<file path="config.mk">
export PLATFORM = sky130hd
export DESIGN_NAME = ticket_counter_bank_flat
export DESIGN_NICKNAME = d
export VERILOG_FILES = /design/src/rtl/ticket_counter_bank_if.sv /design/src/rtl/ticket_counter_bank.sv /design/src/flat_wrapper.sv
export SDC_FILE = /design/constraint.sdc
export NUM_CORES = 1
export LEC_CHECK = 0
export ABC_AREA = 1
export CAP_MARGIN = 40
export CELL_PAD_IN_SITES_DETAIL_PLACEMENT = 1
export CELL_PAD_IN_SITES_GLOBAL_PLACEMENT = 1
export CORE_MARGIN = 5
export CORE_UTILIZATION = 45
export CTS_CLUSTER_DIAMETER = 200
export DETAILED_ROUTE_END_ITERATION = 7
export HOLD_SLACK_MARGIN = 0.06
export PLACE_DENSITY_LB_ADDON = 0.1
export SLEW_MARGIN = 0
export SYNTH_ARGS = -nofsm -noshare
export SYNTH_HDL_FRONTEND = slang
export SYNTH_SLANG_ARGS = --single-unit
</file>
<file path="constraint.sdc">
create_clock -name clk -period 4.9 [get_ports clk]
set_clock_uncertainty 0.1 [all_clocks]
set_input_delay 0.735 -clock clk [delete_from_list [all_inputs] [get_ports clk]]
set_output_delay 0.735 -clock clk [all_outputs]
set_load 0.01 [all_outputs]
</file>
<file path="src/rtl/ticket_counter_bank_if.sv">
// ticket_counter_bank_if: request/response bundle for the ticket counter bank.
//   master : requester side (drives req_valid/req_ch/req_auto and rsp_ready)
//   slave  : bank side (drives req_ready and rsp_valid/rsp_ch/rsp_cnt/rsp_wrap)
//   req_*  : valid/ready request port carrying the channel and static/automatic mode
//   rsp_*  : one-entry held response carrying channel, count and wrap flag
interface ticket_counter_bank_if #(
   parameter int unsigned NCH   = 4,
   parameter int unsigned WIDTH = 8
);
   localparam int unsigned CW = $clog2(NCH);

   logic             req_valid;
   logic             req_ready;
   logic [CW-1:0]    req_ch;
   logic             req_auto;
   logic             rsp_valid;
   logic             rsp_ready;
   logic [CW-1:0]    rsp_ch;
   logic [WIDTH-1:0] rsp_cnt;
   logic             rsp_wrap;

   modport master (
      output req_valid, req_ch, req_auto, rsp_ready,
      input  req_ready, rsp_valid, rsp_ch, rsp_cnt, rsp_wrap
   );

   modport slave (
      input  req_valid, req_ch, req_auto, rsp_ready,
      output req_ready, rsp_valid, rsp_ch, rsp_cnt, rsp_wrap
   );
endinterface

</file>
<file path="src/rtl/ticket_counter_bank.sv">
// ticket_counter_bank: NCH persistent WIDTH-bit call counters behind a
// valid/ready request port with a one-entry registered response.
//   static request    : bump the channel count, return the new value
//   automatic request : return INIT+1, leave the stored count alone
// Ports:
//   clk   : clock, rising edge
//   rst_n : synchronous active-low reset
//   clr   : per-channel synchronous clear to INIT
//   bus   : ticket_counter_bank_if.slave (req_* in, req_ready/rsp_* out)
// Build option: define TICKET_SAT_EN to saturate static increments at
// all-ones instead of wrapping to zero.
module ticket_counter_bank #(
   parameter int unsigned NCH   = 4,
   parameter int unsigned WIDTH = 8,
   parameter int unsigned INIT  = 0
) (
   input  logic                 clk,
   input  logic                 rst_n,
   input  logic [NCH-1:0]       clr,
   ticket_counter_bank_if.slave bus
);
   localparam int unsigned CW = $clog2(NCH);

   typedef logic [WIDTH-1:0] cnt_t;
   typedef enum logic {EMPTY = 1'b0, FULL = 1'b1} state_t;

   localparam cnt_t INIT_V  = WIDTH'(INIT);
   localparam cnt_t FRESH_V = WIDTH'(INIT + 1);

   state_t        state_q, state_d;
   cnt_t          cnt_q [NCH];
   cnt_t          cnt_d [NCH];
   logic [CW-1:0] rsp_ch_q, rsp_ch_d;
   cnt_t          rsp_cnt_q, rsp_cnt_d;
   logic          rsp_wrap_q, rsp_wrap_d;

   logic          accept;
   logic          ch_ok;
   cnt_t          cur;
   cnt_t          inc;
   logic          all_ones;

   // Channel index range check; only reachable when NCH is not a power of two.
   generate
      if (NCH == 2**CW) begin : g_pow2
         assign ch_ok = 1'b1;
      end else begin : g_npow2
         assign ch_ok = (32'(bus.req_ch) < NCH);
      end
   endgenerate

   assign bus.req_ready = (state_q == EMPTY) || bus.rsp_ready;
   assign accept        = bus.req_valid && bus.req_ready;

   // Count seen by a static call: a same-cycle clear takes effect first.
   always_comb begin
      cur = INIT_V;
      if (ch_ok && !clr[bus.req_ch]) begin
         cur = cnt_q[bus.req_ch];
      end
      all_ones = (cur == '1);
`ifdef TICKET_SAT_EN
      inc = all_ones ? cur : cur + WIDTH'(1);
`else
      inc = cur + WIDTH'(1);
`endif
   end

   // Next-state: response slot occupancy, response payload, counter updates.
   always_comb begin
      state_d    = state_q;
      rsp_ch_d   = rsp_ch_q;
      rsp_cnt_d  = rsp_cnt_q;
      rsp_wrap_d = rsp_wrap_q;

      for (int i = 0; i < NCH; i++) begin
         cnt_d[i] = clr[i] ? INIT_V : cnt_q[i];
         if (accept && ch_ok && !bus.req_auto && (bus.req_ch == CW'(i))) begin
            cnt_d[i] = inc;
         end
      end

      if (state_q == FULL && bus.rsp_ready) begin
         state_d = EMPTY;
      end

      if (accept) begin
         state_d  = FULL;
         rsp_ch_d = bus.req_ch;
         if (!ch_ok) begin
            rsp_cnt_d  = '0;
            rsp_wrap_d = 1'b0;
         end else if (bus.req_auto) begin
            rsp_cnt_d  = FRESH_V;
            rsp_wrap_d = 1'b0;
         end else begin
            rsp_cnt_d  = inc;
            rsp_wrap_d = all_ones;
         end
      end
   end

   // State registers.
   always_ff @(posedge clk) begin
      if (!rst_n) begin
         state_q    <= EMPTY;
         rsp_ch_q   <= '0;
         rsp_cnt_q  <= '0;
         rsp_wrap_q <= 1'b0;
         for (int i = 0; i < NCH; i++) begin
            cnt_q[i] <= INIT_V;
         end
      end else begin
         state_q    <= state_d;
         rsp_ch_q   <= rsp_ch_d;
         rsp_cnt_q  <= rsp_cnt_d;
         rsp_wrap_q <= rsp_wrap_d;
         for (int i = 0; i < NCH; i++) begin
            cnt_q[i] <= cnt_d[i];
         end
      end
   end

   assign bus.rsp_valid = (state_q == FULL);
   assign bus.rsp_ch    = rsp_ch_q;
   assign bus.rsp_cnt   = rsp_cnt_q;
   assign bus.rsp_wrap  = rsp_wrap_q;

endmodule
</file>
<file path="src/flat_wrapper.sv">
// flat-port wrapper written by rule: the top's interface ports become plain ports
module ticket_counter_bank_flat 
#(
   parameter int unsigned NCH   = 4,
   parameter int unsigned WIDTH = 8,
   parameter int unsigned INIT  = 0
)
  (clk, rst_n, clr, bus_req_valid, bus_req_ch, bus_req_auto, bus_rsp_ready, bus_req_ready, bus_rsp_valid, bus_rsp_ch, bus_rsp_cnt, bus_rsp_wrap);
  ticket_counter_bank_if #(.NCH(NCH), .WIDTH(WIDTH)) bus_i ();
  input  logic clk;
  input  logic rst_n;
  input  logic [NCH-1:0] clr;
  input wire logic [$bits(bus_i.req_valid)-1:0] bus_req_valid;
  input wire logic [$bits(bus_i.req_ch)-1:0] bus_req_ch;
  input wire logic [$bits(bus_i.req_auto)-1:0] bus_req_auto;
  input wire logic [$bits(bus_i.rsp_ready)-1:0] bus_rsp_ready;
  output wire logic [$bits(bus_i.req_ready)-1:0] bus_req_ready;
  output wire logic [$bits(bus_i.rsp_valid)-1:0] bus_rsp_valid;
  output wire logic [$bits(bus_i.rsp_ch)-1:0] bus_rsp_ch;
  output wire logic [$bits(bus_i.rsp_cnt)-1:0] bus_rsp_cnt;
  output wire logic [$bits(bus_i.rsp_wrap)-1:0] bus_rsp_wrap;
  assign bus_i.req_valid = bus_req_valid;
  assign bus_i.req_ch = bus_req_ch;
  assign bus_i.req_auto = bus_req_auto;
  assign bus_i.rsp_ready = bus_rsp_ready;
  assign bus_req_ready = bus_i.req_ready;
  assign bus_rsp_valid = bus_i.rsp_valid;
  assign bus_rsp_ch = bus_i.rsp_ch;
  assign bus_rsp_cnt = bus_i.rsp_cnt;
  assign bus_rsp_wrap = bus_i.rsp_wrap;
  ticket_counter_bank #(.NCH(NCH), .WIDTH(WIDTH), .INIT(INIT)) u_core (.clk(clk), .rst_n(rst_n), .clr(clr), .bus(bus_i));
endmodule
</file>
# == Yosys cells after proc, flatten, opt, wreduce, memory -nomap -nowiden ==
# Memory sizes are Yosys's and may differ from the RTL's.
# Cells that the tools add are included.
# op_classes
n_mux,21
order_cmp,1
n_eq_ne,8
add_sub_neg,1
n_reduce_logical,15
bitwise,5
# ops
operator,n
8-bit 2-to-1 mux,14
8-bit by 1-bit adder with 8-bit output (second input constant),1
8-bit == test (second input constant),1
2-bit != test (second input constant),4
2-bit AND reduction,4
1-bit logical AND,7
1-bit 2-to-1 mux,6
2-bit == test (second input constant),2
1-bit bitwise OR,4
2-bit by 3-bit < comparator with 1-bit output (second input constant),1
1-bit binary-select mux with 2-bit select,1
2-bit by 1-bit == test with 1-bit output (second input constant),1
2-bit zero test,1
2-bit nonzero test,1
1-bit zero test,1
1-bit logical OR,1
1-bit inverter,1
# word_totals
word_cells,56
regBits,12
input_bits,11
n_memories,1
mem_bits_rw,32
output_inout_bits,13
# memory_table
memory,words,word_bits,read_ports,rd_ports_with_merged_regs,wr,line_no,text
u_core.cnt_q,4,8,1,0,4,ticket_counter_bank.sv:31,cnt_t cnt_q [NCH];

# == Depth between registers and ports, before layout ==
# Gate-level depths: netlist of run 1.
# depth
depth_word,8
mapped_depth,14
ltp_nobuf,14

# == Least setup slack after synthesis of run 1 ==
# Ideal clock, no wire load.
# synth_path
path_kind,input-to-reg
start,in bus_req_ch[1]
end,mem u_core.cnt_q[0][6] in the netlist's numbering (data pin)
t_required_ns,4.542
cell_stages,12
setup_ns,0.258
arrival_time_ns,1.929
n_path_buf,0
path_slack_ns,2.613
cell_sequence,inv_2 -> nand3_1 -> nand2_1 -> nor2_8 -> inv_1 -> a21oi_1 -> ha_1 -> nand2_2 -> nor2_4 -> nand3b_1 -> nand2_1 -> nor2_1
# synth_rtl
item,line_no,text
"start, declared",flat_wrapper.sv:14,input wire logic [$bits(bus_i.req_ch)-1:0] bus_req_ch;
"end, declared",ticket_counter_bank.sv:31,

==> results of run 1 <==
## per-layer routing
metal,up-vias,GRT usage [%],part of all wire [%]
li1,916,-,-
met1,878,25.8,47
met3,8,3.55,3.8
met5,-,0,0
met2,31,33.0,48
met4,0,7.09,1.6
## worst max-delay path, cell delays in order
cell	delay, ps
clkdlybuf4s50_1	800
inv_2	220
nand3_1	110
nand2_1	120
nor2_8	170
inv_1	110
a21oi_1	160
ha_1	240
nand2_2	100
nor2_4	140
nand3b_1	110
nand2_1	140
nor2_1	50
## through the flow
step / worst slack (ps) / hold slack [ps] / std cells / util, %
2_1_floorplan: 2610 / 390 / 276 / -
6_report: 1620 / 367 / 367 / 54.2
4_1_cts: 1650 / 370 / 367 / 54.2
5_1_grt: 1470 / 399 / 367 / 54.2
3_5_place_dp: 1390 / 359 / 360 / 52.5
3_3_place_gp: 1490 / 355 / 360 / 52.5
## how the worst min path moves through the flow
stage	endpoint	slack [ps]
3_5_place_dp	u_core.bus.rsp_cnt[2]	360
6_report	u_core.bus.rsp_cnt[2]	370
3_3_place_gp	u_core.bus.rsp_cnt[5]	350
5_1_grt	u_core.bus.rsp_cnt[2]	400
2_1_floorplan	u_core.bus.rsp_cnt[1]	390
4_1_cts	u_core.bus.rsp_cnt[2]	370
## layout by cell type, fill, tap and decap left out, types with 4 or more instances in the layout
| cell type | count |
|---|---|
| o21ai_0 | 4 |
| nor2_1 | 41 |
| a21oi_1 | 12 |
| edfxtp_1 | 32 |
| clkdlybuf4s50_1 | 23 |
| nand3_1 | 12 |
| nand2_2 | 5 |
| inv_1 | 23 |
| clkbuf_8 | 5 |
| dfxtp_1 | 12 |
| nand2_1 | 104 |
## power groups by stage
stage / Clock [mW] / Combinational [mW] / Sequential (mW)
floorplan: 0 / 0.0613 / 0.429
global placement: 0 / 0.0969 / 0.427
detailed placement: 0 / 0.0982 / 0.428
CTS: 0.225 / 0.0991 / 0.420
global route: 0.240 / 0.109 / 0.421
finish: 0.216 / 0.0981 / 0.420
## logic make-up after synthesis
family                   after synthesis  share of synthesized area [%]
AO/OA/AOI/OAI                         19                           4.69
XOR/XNOR                               1                          0.386
adder cells (fa/ha/maj)                1                          0.551
buffers and inverters                 34                           7.22
flip-flops                            44                           52.9
AND/OR/NAND/NOR                      177                           34.2
## cell usage after synthesis (all sizes together)
cell type	count
nand2	111
nor2	47
edfxtp	32
inv	26
a21oi	13
nand3	13
dfxtp	12
buf	6
o21ai	5
nor3	4
clkbuf	1
clkinv	1
ha	1
nand3b	1
o221ai	1
or2	1
xnor2	1
## final cells by class
class                           count  area (um2)
Fill cell                         647        2210
Sequential cell                    44        1200
Multi-Input combinational cell    198         905
Timing Repair Buffer               24         238
Inverter                           27         101
Tap cell                           67        83.8
Clock buffer                        5        68.8
Clock inverter                      2        12.5
## flip-flops by register name (all words and copies together) (netlist names)
name / flops
u_core.cnt_q: 32
u_core.bus.rsp_cnt: 8
u_core.bus.rsp_ch: 2
u_core.bus.rsp_valid: 1
u_core.bus.rsp_wrap: 1
==> metrics.txt, run 1 <==
Worst setup startpoint=bus_req_ch[1]; Worst Hold Launch=u_core.bus.rsp_cnt[2]; Final nets=312; Yosys cell types=31; Slew Limit Fails=0; Setup crit end=u_core.cnt_q[2][6]; drt wl/cell=15.9 um; port bufs=23; Worst Path Arrival=3220 ps; die height=81.0 um; VDD IR-drop max=0.000157 V; Rows=25; first-iteration detailed-routing DRC count=84; Crit Path Max Fanout=14; kind of critical path=in -> reg; largest net degree at the start of global routing=24; Vias/cell=4.99; Initial Utilization=47.1%; clock share of power=29.5%; Seq pwr share=57.2%; worst skew pair latency=290 ps; Pwr Total=0.734 mW; Reg2Reg Launch Point=u_core.bus.rsp_valid; hpwl dp=4160 um; Int Pwr=0.543 mW; DRT antenna net count=0; Synthesis Warnings=0; die width=81.0 um; layout cells sized above 1=9.33%; Worst Reg2Reg Path Length in Cells=7; final setup violation count=0; area leader, netlist=edfxtp_1; sequential fraction of the synthesis area=52.9%; num ports=24; FF-to-FF End=u_core.cnt_q[2][4]; Lkg Pwr=1.09 nW; Worst Setup Start Kind=input pin; Sum Neg Setup Slack=0 ps; DR pass1 iterations=4; fin area=2610 um2; clock-pin slew on the worst setup and hold paths=80 ps; slew at the pin with the worst max-slew slack=530 ps; TritonCTS buffer count=5; Worst Path Required=4840 ps; FMAX=305 MHz; cells after synthesis=276; post-synthesis area per instance=8.22 um2; Slew HR=64.6%; Power Density=281 nW/um2; DR DRC count=0; clk buf depth=2; Sw Pwr=0.191 mW; R2R setup slack=2590 ps; post_cts resized=0; core footprint=4820 um2; global-route wire length before repair=9620 um; Setup Fix Bufs, Post-CTS=0; clock sink count=44; outcome=finished, final reports clean; Switching Share=26.0%; initial antenna violation count=0; wirelength, routed=5830 um; Hold WC Path Type=reg -> reg; final hold violation count=0; hold buffer count at CTS=0; nature of the critical path endpoint=register; Global Route Usage Sum=19.8%; post-synth net total=288; ANT cells=0; synth top area cells=edfxtp_1 (42%), nand2_1 (17%), dfxtp_1 (11%); CTS tree=built; fin crit share=66.9%; # Max-Cap Violations=0; die footprint=6560 um2; via count=1,833; vias in the first global route=1,921; unrepaired setup endpoints after global routing=false; Clock Tree Root=clkbuf_8; Synth Cell Area=2270 um2; top-area cell type share of the netlist area=42.3%; Area Overhead vs Synth=15.0%; Final min period=3280 ps; Comb pwr share=13.4%; Yosys reg bits=44; H-tree depth=2; Area after DPL=2530 um2; routability cong.=0.780; Hold Path Depth=2; Remaining Overflow, GRT=0
No activity file was read; power rests on OpenSTA's default activity.
==> inputs of run 2 (changes only) <==
CORE_UTILIZATION = 42   (was 45)
clock period = 3.2 ns   (was 4.9 ns; I/O delays follow)
==> metrics.txt, run 2 (synthesis results as in run 1) <==
vias in the first global route=1,888; Clock Tree Root=clkbuf_8; nature of the critical path endpoint=register; Rows=26; hpwl dp=4450 um; Final nets=319; VDD IR-drop max=0.000246 V; Initial Utilization=43.9%; wirelength, routed=5970 um; TritonCTS buffer count=5; DRT antenna net count=0; hold buffer count at CTS=0; drt wl/cell=15.8 um; DR pass1 iterations=4; die width=83.5 um; # Max-Cap Violations=0; Remaining Overflow, GRT=0; commonest non-fill, non-tap cells in the layout=nand2_1 (104), nor2_1 (41), edfxtp_1 (32); slew at the pin with the worst max-slew slack=533 ps; Area Overhead vs Synth=18.8%; Crit Path Max Fanout=9; Final min period=2720 ps; FMAX=367 MHz; Placed Instances=370; outcome=finished, final reports clean; layout cells sized above 1=11.7%; Worst Setup Start Kind=input pin; fin crit share=85.1%; first-iteration detailed-routing DRC count=84; Slew Limit Fails=0; crit path max-delay cell type=clkdlybuf4s50_1; routability cong.=0.815; clock sink count=44; buffers and inverters on the worst path=3; commonest non-fill, non-tap cell in the layout=nand2_1; unrepaired setup endpoints after global routing=false; global-route wire length before repair=9760 um; Worst Path Required=3150 ps; final setup violation count=0; num ports=24; die height=83.5 um; kind of cell adding the most delay to the critical path=buffers and inverters; critical path's largest stage delay=670 ps; area occupied by multi-input gates=905 um2; Global Route Usage Sum=17.8%; Lkg Pwr=1.14 nW; Worst Path Arrival=2680 ps; die footprint=6970 um2; via count=1,850; number of flip-flops in the largest register=32; Hold WC Path Type=reg -> reg; Power Density=459 nW/um2; Sum Neg Setup Slack=0 ps; H-tree depth=2; clock-pin slew on the worst setup and hold paths=90 ps; worst-path cell chain=clkdlybuf4s50_1, inv_2, nand3_2, nand2_4, nor2_8, inv_1, a21oi_1, ha_1, nand2_2, nor2_4, nand3b_1, nand2_1, nor2_1; Largest Register=u_core.cnt_q; clk buf depth=2; CTS tree=built; Slew HR=64.2%; Cell Count, Final, Fillers Out=378; Vias/cell=4.89; Fill cells=612; ANT cells=0; DR DRC count=0; worst skew pair latency=300 ps; post_cts resized=0; core footprint=5170 um2; initial antenna violation count=0; Setup Fix Bufs, Post-CTS=0; largest net degree at the start of global routing=18; register area=1200 um2; final hold violation count=0; kind of critical path=in -> reg; port bufs=23
==> run 2: cell types whose count changed in the layout (fill, tap and decap cells not counted), sizes merged <==
cell    change
buf         +7
bufinv      +1
==> run 2: path summary, 6_finish.rpt <==
path                                       startpoint                    end  slack, ps  depth (start not counted)
worst max-delay path                    bus_req_ch[0]     u_core.cnt_q[3][6]        480                         13
worst min register to register  u_core.bus.rsp_cnt[6]  u_core.bus.rsp_cnt[6]        370                          2
worst min-delay path            u_core.bus.rsp_cnt[6]  u_core.bus.rsp_cnt[6]        370                          2
worst max register to register     u_core.cnt_q[3][0]     u_core.cnt_q[3][6]       1220                         13
==> run 2: stage by stage <==
| stage | worst slack, ps | hold WS [ps] | util (%) | power [mW] | area (um2) |
|---|---|---|---|---|---|
| floorplan | 1170 | 390 | - | 0.750 | 2270 |
| global placement | 251 | 353 | 50.0 | 0.811 | 2580 |
| detailed placement | 163 | 357 | 50.0 | 0.814 | 2580 |
| CTS | 480 | 370 | 52.1 | 1.24 | 2700 |
| global route | 283 | 389 | 52.1 | 1.29 | 2700 |
| finish | 476 | 370 | 52.1 | 1.24 | 2700 |
==> run 2: layout make-up <==
| type | count | area share (%) |
|---|---|---|
| repair buffers | 31 | 10.8 |
| clock inverters | 3 | 1.58 |
| inverters | 27 | 3.76 |
| clock buffers | 5 | 2.55 |
| multi-input cells | 198 | 33.5 |
| flip-flops and latches | 44 | 44.5 |
| well taps | 70 | 3.25 |
==> run 2: worst min-delay path, delay by kind of cell (launching register included) <==
family / cells / cell delay [ps]
flip-flops: 1 / 320
AND/OR/NAND/NOR: 1 / 60
AO/OA/AOI/OAI: 1 / 50
==> run 2: per-layer routing <==
layer  global-route usage [%]  up-vias  share of wire, %
li1                         -      935                 -
met1                     22.3      874                46
met2                     31.0       33                50
met3                     3.36        8               3.0
met4                     5.56        0               1.7
met5                        0        -                 0
==> run 2: where the power goes <==
| group | total [mW] | leakage [nW] | switching, mW | internal (mW) |
|---|---|---|---|---|
| Combinational | 0.157 | 0.629 | 0.103 | 0.0546 |
| Sequential | 0.643 | 0.456 | 0.00853 | 0.635 |
| Clock | 0.436 | 0.0541 | 0.205 | 0.231 |
==> inputs of run 3 (changes only) <==
CORE_ASPECT_RATIO = 1.5   (was not set)
CTS_CLUSTER_DIAMETER = 30   (was 200)
SLEW_MARGIN = not set   (was 0)
==> metrics.txt, run 3 (synthesis results as in run 1) <==
wirelength, routed=5770 um; worst skew pair latency=300 ps; CTS tree=built; Clock Tree Root=clkbuf_8; Cell Count, Final, Fillers Out=375; FMAX=381 MHz; H-tree depth=2; TritonCTS buffer count=5; Lkg Pwr=1.14 nW; Final nets=318; global-route wire length before repair=9520 um; ANT cells=0; initial antenna violation count=0; Area Overhead vs Synth=18.4%; commonest non-fill, non-tap cell in the layout=nand2_1; clk buf depth=2; kind of cell adding the most delay to the critical path=simple AND/OR/NAND/NOR gates; fin crit share=82.1%; die height=100 um; kind of critical path=in -> reg; Slew HR=64.4%; routability cong.=0.796; crit path max-delay cell type=clkdlybuf4s50_1; DRT antenna net count=0; drt wl/cell=15.4 um; vias in the first global route=1,924; Largest Register=u_core.cnt_q; worst-path cell chain=clkdlybuf4s50_1, buf_4, nand2_1, nand2_1, nand2_1, nand2_1, nand2_4, inv_1, ha_1, nand2_2, nor2_4, nand3b_1, nand2_1, nor2_1; critical path's largest stage delay=560 ps; VDD IR-drop max=0.000276 V; Reg2Reg Launch Point=u_core.bus.rsp_valid; Sum Neg Setup Slack=0 ps; Final min period=2630 ps; Remaining Overflow, GRT=0; commonest non-fill, non-tap cells in the layout=nand2_1 (104), nor2_1 (41), edfxtp_1 (32); hold buffer count at CTS=0; post_cts resized=0; first-iteration detailed-routing DRC count=89; Initial Utilization=43.6%; hold_ws=371 ps; DR pass1 iterations=4; Power Density=455 nW/um2; Worst Path Required=3150 ps; num ports=24; Placed Instances=367; core footprint=5200 um2; Rows=32; port bufs=23; Slew Limit Fails=0; clock-pin slew on the worst setup and hold paths=80 ps; die width=70.0 um; nature of the critical path endpoint=register; final setup violation count=0; via count=1,852; Worst Setup Start Kind=input pin; Worst setup startpoint=bus_req_ch[0]; die footprint=7000 um2; Hold WC Path Type=reg -> reg; outcome=finished, final reports clean; Worst Hold Launch=u_core.bus.rsp_cnt[4]; buffers and inverters on the worst path=3; Worst Path Arrival=2570 ps; slew at the pin with the worst max-slew slack=528 ps; hpwl dp=4360 um; DR DRC count=0; unrepaired setup endpoints after global routing=false; largest net degree at the start of global routing=20; final hold violation count=0; # Max-Cap Violations=0; layout cells sized above 1=11.1%; most frequent CP cell=nand2_1; Vias/cell=4.94; Setup Fix Bufs, Post-CTS=0; clock sink count=44; number of flip-flops in the largest register=32; Crit Path Max Fanout=19; Global Route Usage Sum=17.3%
==> run 3: where the power goes <==
part           internal [mW]  leakage, nW  switching (mW)  total [mW]
registers              0.634        0.456         0.00793       0.642
clock network          0.231       0.0558           0.194       0.425
logic                 0.0534        0.625           0.101       0.154
==> run 3: area by class of cell <==
cell class	count	area [um2]
Sequential cell	44	1200
Fill cell	666	2520
Clock inverter	3	42.5
Timing Repair Buffer	30	283
Tap cell	68	85.1
Multi-Input combinational cell	198	905
Inverter	27	101
Clock buffer	5	68.8
==> run 3: worst reg2reg max path, cell delays in order (launching register included) <==
cell and delay (ps):
dfxtp_1 330, nand2_1 110, nand2_1 230, nor2_2 180
inv_1 120, nor3_1 150, inv_1 80, nand2_1 360
==> run 3: worst paths after layout <==
path	slack, ps	cells after the start	endpoint
setup reg to reg	1200	7	u_core.cnt_q[1][2]
setup / recovery	570	14	u_core.cnt_q[2][6]
hold / removal	370	2	u_core.bus.rsp_cnt[4]
hold reg to reg	370	2	u_core.bus.rsp_cnt[4]
==> run 3: metrics by stage <==
| step | util, % | power, mW | cell area (um2) | setup WS, ps |
|---|---|---|---|---|
| 2_1_floorplan | - | 0.750 | 2270 | 1170 |
| 5_1_grt | 51.6 | 1.27 | 2690 | 386 |
| 3_3_place_gp | 49.5 | 0.810 | 2570 | 285 |
| 6_report | 51.6 | 1.22 | 2690 | 573 |
| 4_1_cts | 51.6 | 1.23 | 2690 | 561 |
| 3_5_place_dp | 49.5 | 0.812 | 2570 | 259 |
==> run 3: layer usage <==
metal	track usage (%)	wire, um	up-vias
li1	-	-	928
met1	20.6	2540	885
met2	31.5	3000	28
met3	2.91	128	11
met4	5.90	99	0
met5	0	0	-
